$ cat config.mk
export PLATFORM = sky130hd
export DESIGN_NAME = iq_abs_avg
export DESIGN_NICKNAME = d
export VERILOG_FILES = /design/src/rtl/iq_abs_avg.sv
export SDC_FILE = /design/constraint.sdc
export NUM_CORES = 1
export LEC_CHECK = 0
export ABC_AREA = 1
export CORE_MARGIN = 2
export CORE_UTILIZATION = 62
export DETAILED_ROUTE_END_ITERATION = 8
export GPL_ROUTABILITY_DRIVEN = 0
export PLACE_DENSITY = 0.8
export SYNTH_ARGS = -nofsm -noshare
export SYNTH_HDL_FRONTEND = slang
export SYNTH_SLANG_ARGS = --single-unit
export TNS_END_PERCENT = 30
$ cat constraint.sdc
create_clock -name clk -period 13.7 [get_ports clk]
set_input_delay 2.74 -clock clk [delete_from_list [all_inputs] [get_ports clk]]
set_output_delay 2.74 -clock clk [all_outputs]
set_load 0.05 [all_outputs]
$ cat src/rtl/iq_abs_avg.sv
// iq_abs_avg: windowed (|I|+|Q|)/2 magnitude average with decimated valid pulses; optional IQ_RSSI_PEAK_HOLD_EN adds iq_rssi_peak
module iq_abs_avg #(
    parameter int IQ_DATA_WIDTH = 16,
    parameter int WINDOW_LOG2   = 4
) (
    input  logic                     clk,
    input  logic                     rstn,
    input  logic [IQ_DATA_WIDTH-1:0] ddc_i,
    input  logic [IQ_DATA_WIDTH-1:0] ddc_q,
    input  logic                     iq_valid,
    input  logic                     avg_clear,
`ifdef IQ_RSSI_PEAK_HOLD_EN
    output logic [IQ_DATA_WIDTH-1:0] iq_rssi_peak,
`endif
    output logic [IQ_DATA_WIDTH-1:0] iq_rssi,
    output logic                     iq_rssi_valid
);
    localparam int W = IQ_DATA_WIDTH;
    localparam int L = WINDOW_LOG2;
    localparam int N = 1 << L;
    localparam int M = W - 1;
    localparam int S = M + L;
    typedef logic [M-1:0] mag_t;

    // saturating absolute value: the most negative code maps to the largest positive one
    function automatic mag_t sabs(input logic [W-1:0] x);
        return x[W-1] ? ((x == {1'b1, {M{1'b0}}}) ? {M{1'b1}} : mag_t'(-x)) : x[M-1:0];
    endfunction

    logic [1:0]   rs;
    logic         rst_n_i;
    logic [L:0]   fill;
    logic [2:0]   dec;
    logic         tag;
    logic         v1, v2, v3, t1, t2, t3;
    mag_t         ai, aq, mag;
    mag_t         win [N];
    logic [L-1:0] ptr;
    logic [S-1:0] sum;
    logic [W-1:0] rssi_new;

    assign rst_n_i  = rs[1];
    assign tag      = (&dec) && (fill >= (L+1)'(N - 1));
    assign rssi_new = W'(sum >> L);

    // reset asserts immediately, releases two clk edges after rstn rises
    always_ff @(posedge clk or negedge rstn)
        if (!rstn) rs <= 2'b00;
        else       rs <= {rs[0], 1'b1};

    // fill and decimation counters advance per accepted sample
    always_ff @(posedge clk or negedge rst_n_i)
        if (!rst_n_i) begin
            fill <= '0;
            dec  <= '0;
        end else if (avg_clear) begin
            fill <= '0;
            dec  <= '0;
        end else if (iq_valid) begin
            fill <= (fill == (L+1)'(N)) ? fill : fill + 1'b1;
            dec  <= dec + 1'b1;
        end

    // stages 1 and 2: absolute values, then halved magnitude sum; tag marks a warm decimation wrap
    always_ff @(posedge clk or negedge rst_n_i)
        if (!rst_n_i) begin
            {v1, t1, v2, t2} <= '0;
            ai  <= '0;
            aq  <= '0;
            mag <= '0;
        end else if (avg_clear) begin
            {v1, v2} <= '0;
        end else begin
            v1 <= iq_valid;
            v2 <= v1;
            if (iq_valid) begin
                ai <= sabs(ddc_i);
                aq <= sabs(ddc_q);
                t1 <= tag;
            end
            if (v1) begin
                mag <= mag_t'(({1'b0, ai} + {1'b0, aq}) >> 1);
                t2  <= t1;
            end
        end

    // stage 3: circular window and running sum
    always_ff @(posedge clk or negedge rst_n_i)
        if (!rst_n_i) begin
            {v3, t3} <= '0;
            sum <= '0;
            ptr <= '0;
            for (int k = 0; k < N; k++) win[k] <= '0;
        end else if (avg_clear) begin
            v3  <= 1'b0;
            sum <= '0;
            ptr <= '0;
            for (int k = 0; k < N; k++) win[k] <= '0;
        end else begin
            v3 <= v2;
            if (v2) begin
                sum      <= sum + S'(mag) - S'(win[ptr]);
                win[ptr] <= mag;
                ptr      <= ptr + 1'b1;
                t3       <= t2;
            end
        end

    // stage 4: registered average, held between pulses
    always_ff @(posedge clk or negedge rst_n_i)
        if (!rst_n_i) begin
            iq_rssi       <= '0;
            iq_rssi_valid <= 1'b0;
        end else begin
            iq_rssi_valid <= !avg_clear && v3 && t3;
            if (!avg_clear && v3 && t3) iq_rssi <= rssi_new;
        end

`ifdef IQ_RSSI_PEAK_HOLD_EN
    // peak of emitted averages since the last reset or clear
    always_ff @(posedge clk or negedge rst_n_i)
        if (!rst_n_i)                                        iq_rssi_peak <= '0;
        else if (avg_clear)                                  iq_rssi_peak <= '0;
        else if (v3 && t3 && (rssi_new > iq_rssi_peak))      iq_rssi_peak <= rssi_new;
`endif
endmodule

==> results.txt, run 1 <==
- The first global-routing pass estimated 82.4 mm of wire.
* Delay-heaviest family, CP: buffers and inverters
* Slew @ Worst Pin: 1270 ps
- Setup violations remaining at the end of the flow were counted as 0.
* Maximum vdd drop: 0.166 mV
* Run status: completed
* Resized cells post-CTS: 0
- The path class of the tightest hold or removal check is flop to asynchronous set/reset pin.
* Detailed-route wire length: 51.6 mm
* Residual DRC count: 0
* Die Outline Area: 30300 um^2
- Most frequent cell on the critical path: sky130_fd_sc_hd__buf_4
- Net Switching: 1.00 mW
* Remaining number of nets flagged by the antenna check after routing: 0
- Post-Synthesis Mean Instance Area: 7.98 um^2
- The clock tree synthesis step divided the H-tree into 2 levels.
* Sink count of the clock tree: 340
* Global Route Usage Sum: 0.345
- Of all flip-flops after synthesis, the portion carrying an async set or reset was 1.00.
* I/O Buffers: 51
- At the later pin of the worst-skew pair, clock insertion delay measures 530 ps.
- Across all register-to-register paths, the minimum setup slack is 9090 ps.
- The die is 174 um wide.
- The critical path goes through clkdlybuf4s50_1 -> inv_4 -> buf_4 -> buf_4 -> nand2_2 -> o22ai_1.
- For this design the static power due to leakage is 9.02 nW.
* Worst setup slack before clock tree synthesis: 7830 ps
* CTS tree: yes
- In this run the power density over the cells is 146 nW/um^2.
* Maximum buffer depth of the clock tree: 3
* Std-Cell Core Area: 28500 um^2
* Launching point of the worst reg2reg path: ptr[0]
- In the final layout, the share of cells above drive strength 1 is 0.0493.
* Switching share of total power: 0.350
- Synthesis produced a netlist with a net count of 2343.
- Data arrives at the worst endpoint at 5860 ps.
* Count of buffer and inverter cells on the critical path: 4
* Number of max-slew violations in the final report: 0
- Along the worst path, the maximum fanout reaches 68.
- The first detailed-routing pass took 6 iterations.
* F_max: 184 MHz
* Inserted Clock Buffers: 36
* Library cell with the largest summed area after synthesis: sky130_fd_sc_hd__dfrtp_1
- Crit. Startpoint: avg_clear
* Number of global-route vias before repair: 15500
- Die height: 174 um
* CP max stage cell: sky130_fd_sc_hd__clkdlybuf4s50_1
* Post-CTS Setup Repair Bufs: 0
- Nature of the critical path endpoint: flop
* Worst path max stage delay: 780 ps
- The synthesized design contains 340 register bits.
- Clock Tree Root: sky130_fd_sc_hd__clkbuf_16
* RSZ-0062 raised after global routing: false
- Total power consumption of the routed design: 2.86 mW
- Synthesis handed over a netlist of 2247 instances.
* Mean routed wirelength per cell: 19.6 um
- The most used flip-flop cell after synthesis is sky130_fd_sc_hd__dfrtp_1.
- The number of antenna violations at the first check in global routing is 2.
* Clock share of power: 0.330
- After clock tree synthesis, the clock-pin slew on the worst setup and hold paths is 60 ps.
- The final count of hold timing violations was 0.
* Number of rows in the core area: 62
* Fin nets: 2323
- Top-area cell type share of the netlist area: 0.475
- Initial Util: 0.628
- Ports: 53
- Area after detailed placement: 18400 um^2
* DR vias/cell: 6.17
- For the final routed database, the setup TNS stands at 0 ps.
- Total of hold buffers inserted after clock tree synthesis: 0
* Data required time at the worst endpoint: 14120 ps
* Combinational cell fraction of total power: 0.292
- Share of the yosys chip area belonging to registers: 0.475
* Internal power component: 1.86 mW
- Mapped cell area: 17900 um^2
- Layout overhead on the synthesized area: 9.17%
- In this run, distinct cell masters in the synthesized netlist total 36.
- Max-cap violations: 0
- Once routing completed, OpenROAD measured the worst setup slack at 8260 ps.
- In this run the tightest slew margin relative to its limit is 0.151.
* Final instance area: 19600 um^2
- Final min period: 5440 ps
- Synth top area cells: sky130_fd_sc_hd__dfrtp_1 47%, sky130_fd_sc_hd__o21ai_0 8.4%, sky130_fd_sc_hd__nand2_1 8.3%, sky130_fd_sc_hd__inv_1 6.3%, sky130_fd_sc_hd__nand3_1 5.1%
- Part of the cycle the worst path needs: 0.397
- Global routing finished with a remaining overflow of 0.
- After legalization and detailed placement, the total HPWL measured 34.3 mm.
* Number of synthesis warnings: 0
- Critical Setup Path Class: primary input to flop
- The clock arrives with 19.5 ps of skew.
- Detailed router's first-iteration violation count: 2186
- Entering global routing, the biggest net connects 97 pins.
- Via count: 16300
- Of the total power, registers draw 0.378.
- The worst setup path is launched from a primary input.
- EDFF count, synth: 0
[cell type report]
class,count,area (um^2)
well taps,384,480
diodes,2,5.00
clock inverters,8,46.3
fillers,2346,8980
inverters,315,1190
clock buffers,53,1090
flip-flops and latches,340,8520
multi-input cells,1471,7650
repair buffers,63,601
[synth_stat cells (7+ instances only)]
| library cell | number |
|---|---|
| sky130_fd_sc_hd__nand2_1 | 395 |
| sky130_fd_sc_hd__dfrtp_1 | 340 |
| sky130_fd_sc_hd__inv_1 | 301 |
| sky130_fd_sc_hd__o21ai_0 | 300 |
| sky130_fd_sc_hd__nand3_1 | 184 |
| sky130_fd_sc_hd__a21oi_1 | 168 |
| sky130_fd_sc_hd__o22ai_1 | 131 |
| sky130_fd_sc_hd__nor2_1 | 117 |
| sky130_fd_sc_hd__clkbuf_1 | 53 |
| sky130_fd_sc_hd__buf_2 | 45 |
| sky130_fd_sc_hd__ha_1 | 44 |
| sky130_fd_sc_hd__nand4_1 | 25 |
| sky130_fd_sc_hd__fa_1 | 16 |
| sky130_fd_sc_hd__o21ai_1 | 15 |
| sky130_fd_sc_hd__nand2_2 | 13 |
| sky130_fd_sc_hd__inv_2 | 11 |
| sky130_fd_sc_hd__a31oi_1 | 9 |
| sky130_fd_sc_hd__buf_1 | 9 |
| sky130_fd_sc_hd__nor3_1 | 9 |
| sky130_fd_sc_hd__xor2_1 | 9 |
| sky130_fd_sc_hd__nand3b_1 | 8 |
| sky130_fd_sc_hd__buf_4 | 7 |
| sky130_fd_sc_hd__buf_6 | 7 |
[state kept, by name (all words and copies together), names as in the netlist]
register and flops:
aq 15, mag 15, t1 1, t3 1, sum 19, iq_rssi_valid 1
iq_rssi 15, t2 1, ai 15, rs 2, dec 3, v3 1
fill 5, v1 1, win 240, ptr 4, v2 1
[worst paths after layout]
| kind | endpoint | cells past startpoint |
|---|---|---|
| worst min-delay path | win[160] | 0 |
| worst max register to register | sum[15] | 18 |
| min in group clk | rs[1] | 0 |
| worst min register to register | win[160] | 0 |
| worst max-delay path | win[143] | 6 |
| max in group asynchronous | ptr[0] | 3 |
[worst register-to-register path: stages, from the launching register on]
cell and delay (ps):
sky130_fd_sc_hd__dfrtp_4 620, sky130_fd_sc_hd__clkinv_2 380, sky130_fd_sc_hd__buf_4 730, sky130_fd_sc_hd__a21oi_1 190
sky130_fd_sc_hd__o21ai_0 140, sky130_fd_sc_hd__nand2_1 200, sky130_fd_sc_hd__nand2_1 110, sky130_fd_sc_hd__nand4_1 220
sky130_fd_sc_hd__fa_1 560, sky130_fd_sc_hd__inv_1 40, sky130_fd_sc_hd__ha_1 350, sky130_fd_sc_hd__nand2_1 110
sky130_fd_sc_hd__inv_1 60, sky130_fd_sc_hd__a21oi_1 260, sky130_fd_sc_hd__inv_1 70, sky130_fd_sc_hd__a21oi_1 200
sky130_fd_sc_hd__nand3_1 100, sky130_fd_sc_hd__nand3_1 90, sky130_fd_sc_hd__nand2_1 50
[metrics by stage]
stage          std cells   util  hold slack (ps)
3_5_place_dp        2573  0.646              184
6_report            2636  0.685              177
2_1_floorplan       2247      -              331
5_1_grt             2634  0.685              198
4_1_cts             2634  0.685              188
3_3_place_gp        2573  0.646              181
[power by group through the flow]
stage,clock network (mW),registers [mW],logic (mW)
floorplan,0,1.11,0.593
global placement,0,1.10,0.794
detailed placement,0,1.10,0.813
CTS,0.950,1.08,0.820
global route,0.989,1.09,0.946
finish,0.946,1.08,0.836
[cells in the final DEF, fill, tap and decap left out, drive strengths merged, types with 25 or more instances in the layout]
| master | instances |
|---|---|
| a21oi | 168 |
| clkbuf | 53 |
| clkdlybuf4s50 | 51 |
| dfrtp | 340 |
| ha | 44 |
| inv | 311 |
| nand2 | 408 |
| nand3 | 185 |
| nand4 | 25 |
| nor2 | 127 |
| o21ai | 315 |
| o22ai | 131 |
[logic make-up after synthesis]
logic type | share of synthesized area
xor+xnor | 0.00586
compound gates | 0.186
buf+inv | 0.0988
flops | 0.475
other cells | 0.000419
simple gates | 0.186
fa+ha+maj | 0.0486
[metal layers]
layer / vias up / GRT usage / share of wire
met1: 7771 / 0.451 / 0.39
met2: 883 / 0.528 / 0.45
li1: 7420 / - / -
met4: 2 / 0.164 / 0.051
met5: - / 0 / 0.00025
met3: 180 / 0.105 / 0.11
Power figures use the tool's default switching activity.
==> run 2, diff against run 1 <==
==> constraint.sdc (replaced) <==
create_clock -name clk -period 5.3 [get_ports clk]
set_input_delay 1.06 -clock clk [delete_from_list [all_inputs] [get_ports clk]]
set_output_delay 1.06 -clock clk [all_outputs]
set_load 0.05 [all_outputs]
==> results.txt, run 2 (synthesis results as in run 1) <==
- CTS tree: yes
- Detailed placement HPWL: 32.9 mm (-4.3%)
- Sink count of the clock tree: 340 (unchanged)
- Clock Tree Root: sky130_fd_sc_hd__clkbuf_16
* Part of the cycle the worst path needs: 0.778
* Worst clock skew on the final layout: 16.0 ps (-3.52 ps)
- The aggregate routed wire length is 50.1 mm (-2.9%).
- The flip-flop count of the largest register after layout was 240 (unchanged).
* Final min period: 4130 ps
* Total Negative Setup Slacks: 0 ps (unchanged)
- DR vias/cell: 6.11 (-0.85%)
- Top flop regs: win x240, sum x19
* Final hold violations: 0 (unchanged)
* Data required time at the worst endpoint: 5710 ps (-8410 ps)
- Area after detailed placement: 18500 um^2 (+0.46%)
* Total power consumption of the routed design: 7.49 mW (+160%)
- Width of the die: 174 um (unchanged)
* Grt total ovfl: 0 (unchanged)
- Finish-stage setup viols: 0 (unchanged)
- The maximum number of pins on one net before global-route repair came to 201 (+110%).
* I/O Buffers: 51 (unchanged)
* Maximum fanout along the worst path: 123 (+81%)
* Final antenna diode count: 0 (-2)
- Worst path max stage delay: 880 ps (+100 ps)
- First-pass GRT wire length: 79.5 mm (-3.6%)
* Clock H-tree levels: 2 (unchanged)
- The flow ran to the end, and the final reports show no timing, DRC or antenna violations.
* Std-Cell Core Area: 28500 um^2 (unchanged)
- Number of rows in the core area: 62 (unchanged)
* Met1 layer wirelength in the final routing: 20.1 mm (+1.1%)
- List of cells traversed by the critical path: buf_4 -> a21oi_1 -> o21ai_0 -> nand2_1 -> nand2_1 -> nand4_1 -> fa_1 -> inv_1 -> ha_1 -> nand2_1 -> inv_1 -> a21oi_1 -> inv_1 -> a21oi_1 -> nand3_1 -> nand3_1 -> nand2_1
- Critical Setup Path Class: flop to flop
* Via count: 16100 (-0.66%)
- CP max stage cell: sky130_fd_sc_hd__buf_4
- The die outline area was 30300 um^2 (unchanged).
- Final instance area: 19700 um^2 (+0.68%)
* Met3 layer wire length in the routed design: 5.08 mm (-13%)
- Clock network latency to the later pin of the worst-skew pair: 530 ps (about the same)
* Met2 routed wirelength: 23.1 mm (-0.64%)
- The number of global-route vias before repair was 15400 (-0.49%).
- More flip-flops sit in one register than any other, and that register is win.
- The number of setup buffers added after CTS was 0 (unchanged).
* Residual DRC count: 0 (unchanged)
- The starting utilization of the core area came to 0.628 (unchanged).
* Resized cells post-CTS: 0 (unchanged)
- Maximum vdd drop: 0.363 mV (+120%)
- The number of buffers on the longest clock path came to 3 (unchanged).
- The standby leakage power is 9.08 nW (+0.67%).
- The layout net count was 2327 (+0.17%).
- Nature of the critical path endpoint: flop
* Most frequent cell on the critical path: sky130_fd_sc_hd__nand2_1
- The headroom to the max-slew limit came to 0.208 (+0.0572).
* Remaining number of nets flagged by the antenna check after routing: 0 (unchanged)
- The arrival time reported for the critical path endpoint came to 4540 ps (-1320 ps).
* Fraction of final layout cells sized beyond drive strength 1: 0.0514 (+0.00206)
- The violation count after the first detailed-route iteration came to 1940 (-11%).
- The worst setup path is launched from a flop.
- RSZ-0062 raised after global routing: false
* F_max: 242 MHz
- Inserted Clock Buffers: 37 (+2.8%)
- Most common cell after layout, fill and taps aside: sky130_fd_sc_hd__nand2_1
* Mean routed wirelength per cell: 19.0 um (-3.1%)
- The final-report max-slew violation count was 0 (unchanged).
* Commonest non-fill, non-tap cells in the layout: 395 x sky130_fd_sc_hd__nand2_1, 337 x sky130_fd_sc_hd__dfrtp_1, 300 x sky130_fd_sc_hd__inv_1, 300 x sky130_fd_sc_hd__o21ai_0, 184 x sky130_fd_sc_hd__nand3_1
* Topmost layer with routed signal wires: met4
- The measured slew at the worst slew-check pin was 1190 ps (-85.7 ps).
- From synthesis to final layout, the design area changed by 9.92%.
* Global Route Usage Sum: 0.330 (-0.0150)
- Pre-antenna DRT Iters: 6 (unchanged)
- Class of the most critical hold timing path: flop to flop
* Max-cap violations: 0 (unchanged)
- Post-CTS clock slew at the launch and capture registers of the worst setup and hold paths: 60 ps (about the same)
* Number of antenna violations at the first check in global routing: 0 (-2)
- The number of hold-repair buffers added at the cts stage was 0 (unchanged).
- Total power density per cell area: 380 nW/um^2 (+160%)
- The number of top-level design ports is 53 (unchanged).
- The chip height is 174 um (unchanged).
## run 2: changes by cell type in the layout (fill, tap and decap cells not counted), sizes merged
cell / previous run / this run
bufinv: 0 / 1
clkbuf: 53 / 55
diode: 2 / 0
clkinv: 11 / 10
inv: 311 / 313
buf: 12 / 15
## run 2: layout make-up
| cell class | instances | area [um^2] |
|---|---|---|
| multi-input combinational | 1471 | 7650 |
| clock buffer | 55 | 1090 |
| clock inverter | 10 | 92.6 |
| sequential | 340 | 8520 |
| fill | 2346 | 8850 |
| inverter | 315 | 1190 |
| timing repair buffer | 66 | 686 |
| tap | 384 | 480 |
## run 2: worst paths after layout
| path | startpoint | to | slack, ps | cells after the start |
|---|---|---|---|---|
| setup / recovery | ptr[0] | sum[15] | 1170 | 17 |
| hold / removal | rs[0] | rs[1] | 350 | 0 |
| setup reg to reg | ptr[0] | sum[15] | 1170 | 17 |
| hold reg to reg | rs[0] | rs[1] | 350 | 0 |
| max in group asynchronous | rs[1] | win[35] | 3950 | 1 |
| min in group asynchronous | rs[1] | win[23] | 420 | 1 |
## run 2: where the power goes
part           leakage (nW)  internal (mW)  switching (mW)  total (mW)
Clock                 0.585           1.48            1.06        2.54
Sequential             4.62           2.72          0.0778        2.79
Combinational          3.88          0.685            1.47        2.15
## run 2: stage by stage
step                      setup slack (ps)  hold WS [ps]  utilization  std cells
after floorplan                       1940           331            -       2247
after global placement                1390           338        0.649       2576
after detailed placement              1290           336        0.649       2576
after CTS                             1280           350        0.690       2641
after global routing                   915           367        0.690       2641
final                                 1170           347        0.690       2641
## run 2: critical path, delay by kind of cell, from the launching register on
kind                     cells  cell delay [ps]
AO/OA/AOI/OAI                4              700
adder cells (fa/ha/maj)      2              930
buffers and inverters        4             1050
flip-flops                   1              420
AND/OR/NAND/NOR              7              860
## run 2: metal layers
metal  vias up  track usage
li1       7438            -
met4         0        0.132
met3       157       0.0757
met1      7637        0.444
met2       917        0.523
met5         -            0
==> run 3, diff against run 2 <==
==> constraint.sdc (replaced) <==
create_clock -name clk -period 4.1 [get_ports clk]
set_input_delay 0.82 -clock clk [delete_from_list [all_inputs] [get_ports clk]]
set_output_delay 0.82 -clock clk [all_outputs]
set_load 0.05 [all_outputs]
==> results.txt, run 3 (synthesis results as in run 1) <==
- Delay-heaviest family, CP: compound AO/OA/AOI/OAI gates
* Clock network latency to the later pin of the worst-skew pair: 540 ps (about the same)
- The final period utilization was 0.918 (+0.139).
* Via count: 16100 (-0.30%)
* Max-slew headroom at the worst pin: 0.334 (+0.126)
- Commonest non-fill, non-tap cells in the layout: 395 x sky130_fd_sc_hd__nand2_1, 337 x sky130_fd_sc_hd__dfrtp_1, 300 x sky130_fd_sc_hd__inv_1, 300 x sky130_fd_sc_hd__o21ai_0, 184 x sky130_fd_sc_hd__nand3_1
- TritonCTS built the clock tree.
- The number of buffer and inverter stages on the critical path is 1 (-3).
- The number of antenna violations at the first check in global routing came to 0 (unchanged).
* F_max: 266 MHz (+9.7%)
- The number of CTS-inserted buffers was 37 (unchanged).
* CP max stage cell: sky130_fd_sc_hd__dfrtp_4
- The worst register-to-register path begins at ptr[0].
- List of cells traversed by the critical path: buf_12 -> o21ai_0 -> nand2_1 -> nand2_1 -> nand4_1 -> fa_1 -> fa_1 -> nor2_1 -> nor2_1 -> o21ai_0 -> a21oi_1 -> o21ai_0 -> o21ai_0
* R2R cell count: 13 (-4)
- The worst setup path is of the flop to flop kind.
- The total number of clock tree sinks is 340 (unchanged).
* Max-cap violations: 0 (unchanged)
* Least setup slack across all paths after layout: 338 ps (-836 ps)
- The starting utilization of the core area is 0.628 (unchanged).
- Counting stages on the worst path, the most repeated cell is sky130_fd_sc_hd__o21ai_0.
- The number of antenna repair diodes was 0 (unchanged).
- Crit. Startpoint: ptr[0]
- The measured slew at the worst slew-check pin was 996 ps (-192 ps).
- The layout net count came to 2336 (+0.39%).
- Critical Path End: sum[6]
- Detailed placement HPWL: 34.1 mm (+3.8%)
- Worst clock skew on the final layout: 28.7 ps (+12.7 ps)
* Clock Tree Root: sky130_fd_sc_hd__clkbuf_16
* Run status: completed
* Data required time at the worst endpoint: 4490 ps (-1220 ps)
- STA classifies the critical path endpoint as a flop.
- The worst hold path belongs to the class flop to flop.
- The final count of hold timing violations is 0 (unchanged).
- The overall routing resource usage came to 0.328 (-0.00131).
- The clock group share of total power came to 0.344 (+0.004).
- Layout overhead on the synthesized area: 10.7%
- Final min period: 3760 ps (-364 ps)
- The aggregate routed wire length came to 48.9 mm (-2.3%).
- The clock slew seen by the registers of the worst setup and hold paths was 60 ps (about the same).
- Fraction of final layout cells sized beyond drive strength 1: 0.0552 (+0.00379)
- Worst path max stage delay: 580 ps (-300 ps)
- The number of global-route vias before repair is 15400 (-0.084%).
* Standby leakage power: 9.15 nW (+0.79%)
* Clock H-tree levels: 2 (unchanged)
* Top flop regs: win x240, sum x19
- The number of top-level design ports is 53 (unchanged).
- The path length in cells of the critical path came to 13 (-4).
* DR vias/cell: 6.08 (-0.60%)
* Worst setup slack before clock tree synthesis: 257 ps (-1030 ps)
* Arrival time reported for the critical path endpoint: 4160 ps (-380 ps)
- The count of input and output buffers was 51 (unchanged).
- Number of rows in the core area: 62 (unchanged)
* Critical Path Source Type: flop
- Grt total ovfl: 0 (unchanged)
* Fillers: 2374 (+1.2%)
- Maximum buffer depth of the clock tree: 3 (unchanged)
- The number of detailed-route iterations in the first pass came to 5 (-1).
- The total setup violations reported at the end of the flow came to 0 (unchanged).
- Setup repair after global routing left no endpoint under its margin.
* Maximum number of pins on one net before global-route repair: 75 (-63%)
* Number of max-slew violations in the final report: 0 (unchanged)
* Maximum fanout along the worst path: 48 (-61%)
- The endpoint identified for the worst register-to-register timing path is sum[6].
* Total power density per cell area: 494 nW/um^2 (+30%)
- Flop-to-flop setup slack: 340 ps (-840 ps)
- The combinational fraction of design power is 0.286 (about the same).
- Total of hold buffers inserted after clock tree synthesis: 0 (unchanged)
* Switching share of total power: 0.346 (-0.00218)
* Net Switching: 3.39 mW (+30%)
* Die height: 174 um (unchanged)
- Max reg flops: 240 (unchanged)
- Total Negative Setup Slacks: 0 ps (unchanged)
* Largest reg by FF count: win
- The die outline area was 30300 um^2 (unchanged).
- Relative contribution of sequential cells to total power: 0.371 (-0.002)
- Std-Cell Core Area: 28500 um^2 (unchanged)
- The largest vdd supply drop came to 0.525 mV (+45%).
- The number of setup buffers added after CTS was 0 (unchanged).
* Residual DRC count: 0 (unchanged)
- The residual antenna-violating net count after detailed routing is 0 (unchanged).
* Detailed router's first-iteration violation count: 1785 (-8.0%)
* Internal power component: 6.40 mW (+31%)
- Most common cell after layout, fill and taps aside: sky130_fd_sc_hd__nand2_1
- The die width is 174 um (unchanged).
- The wire length per cell after detailed routing came to 18.5 um (-2.6%).
* First-pass GRT wire length: 80.2 mm (+1.0%)
==> run 3: power by group through the flow <==
stage          clock (mW)  combinational (mW)  sequential, mW
2_1_floorplan           0                1.98            3.69
3_3_place_gp            0                2.64            3.68
3_5_place_dp            0                2.70            3.69
4_1_cts              3.39                2.73            3.63
5_1_grt              3.53                3.17            3.65
6_report             3.36                2.80            3.63
==> run 3: worst register-to-register path, delay by kind of cell, from the launching register on <==
kind	cells	cell delay [ps]
adder cells (fa/ha/maj)	2	1040
flip-flops	1	580
AO/OA/AOI/OAI	5	1200
AND/OR/NAND/NOR	5	600
buffers and inverters	1	210
==> run 3: routing by layer <==
layer / track usage / wire length [um]
met1: 0.439 / 19700
met2: 0.529 / 23100
met3: 0.0809 / 4650
met4: 0.112 / 1460
met5: 0 / 0
==> run 3: final cells by class <==
type | instances | area (um^2) | area share
Clock inverter | 12 | 149 | 0.00751
Inverter | 315 | 1190 | 0.0599
Tap cell | 384 | 480 | 0.0242
Timing Repair Buffer | 75 | 791 | 0.0399
Sequential cell | 340 | 8520 | 0.429
Multi-Input combinational cell | 1471 | 7650 | 0.386
Clock buffer | 52 | 1060 | 0.0536
==> run 3: how the worst min path moves through the flow <==
stage	start	to	slack, ps	cells after the start
6_report	rs[0]	rs[1]	350	0
3_5_place_dp	rs[0]	rs[1]	340	0
3_3_place_gp	rs[0]	rs[1]	340	0
4_1_cts	rs[0]	rs[1]	350	0
2_1_floorplan	rs[0]	rs[1]	330	0
5_1_grt	rs[0]	rs[1]	360	0
==> run 3: per-stage QoR <==
step / utilization / hold slack, ps / instance area [um^2] / power, mW / instances
after CTS: 0.695 / 351 / 19800 / 9.75 / 2649
after global routing: 0.695 / 360 / 19800 / 10.3 / 2649
after floorplan: - / 331 / 17900 / 5.67 / 2247
final: 0.695 / 346 / 19800 / 9.79 / 2649
after global placement: 0.652 / 338 / 18600 / 6.32 / 2585
after detailed placement: 0.652 / 342 / 18600 / 6.39 / 2585
==> run 3: timing repair <==
item                                    4_1_cts  5_1_grt
resized for setup                             0        1
endpoints found under the setup margin        0        8
endpoints found under the hold margin         0        0
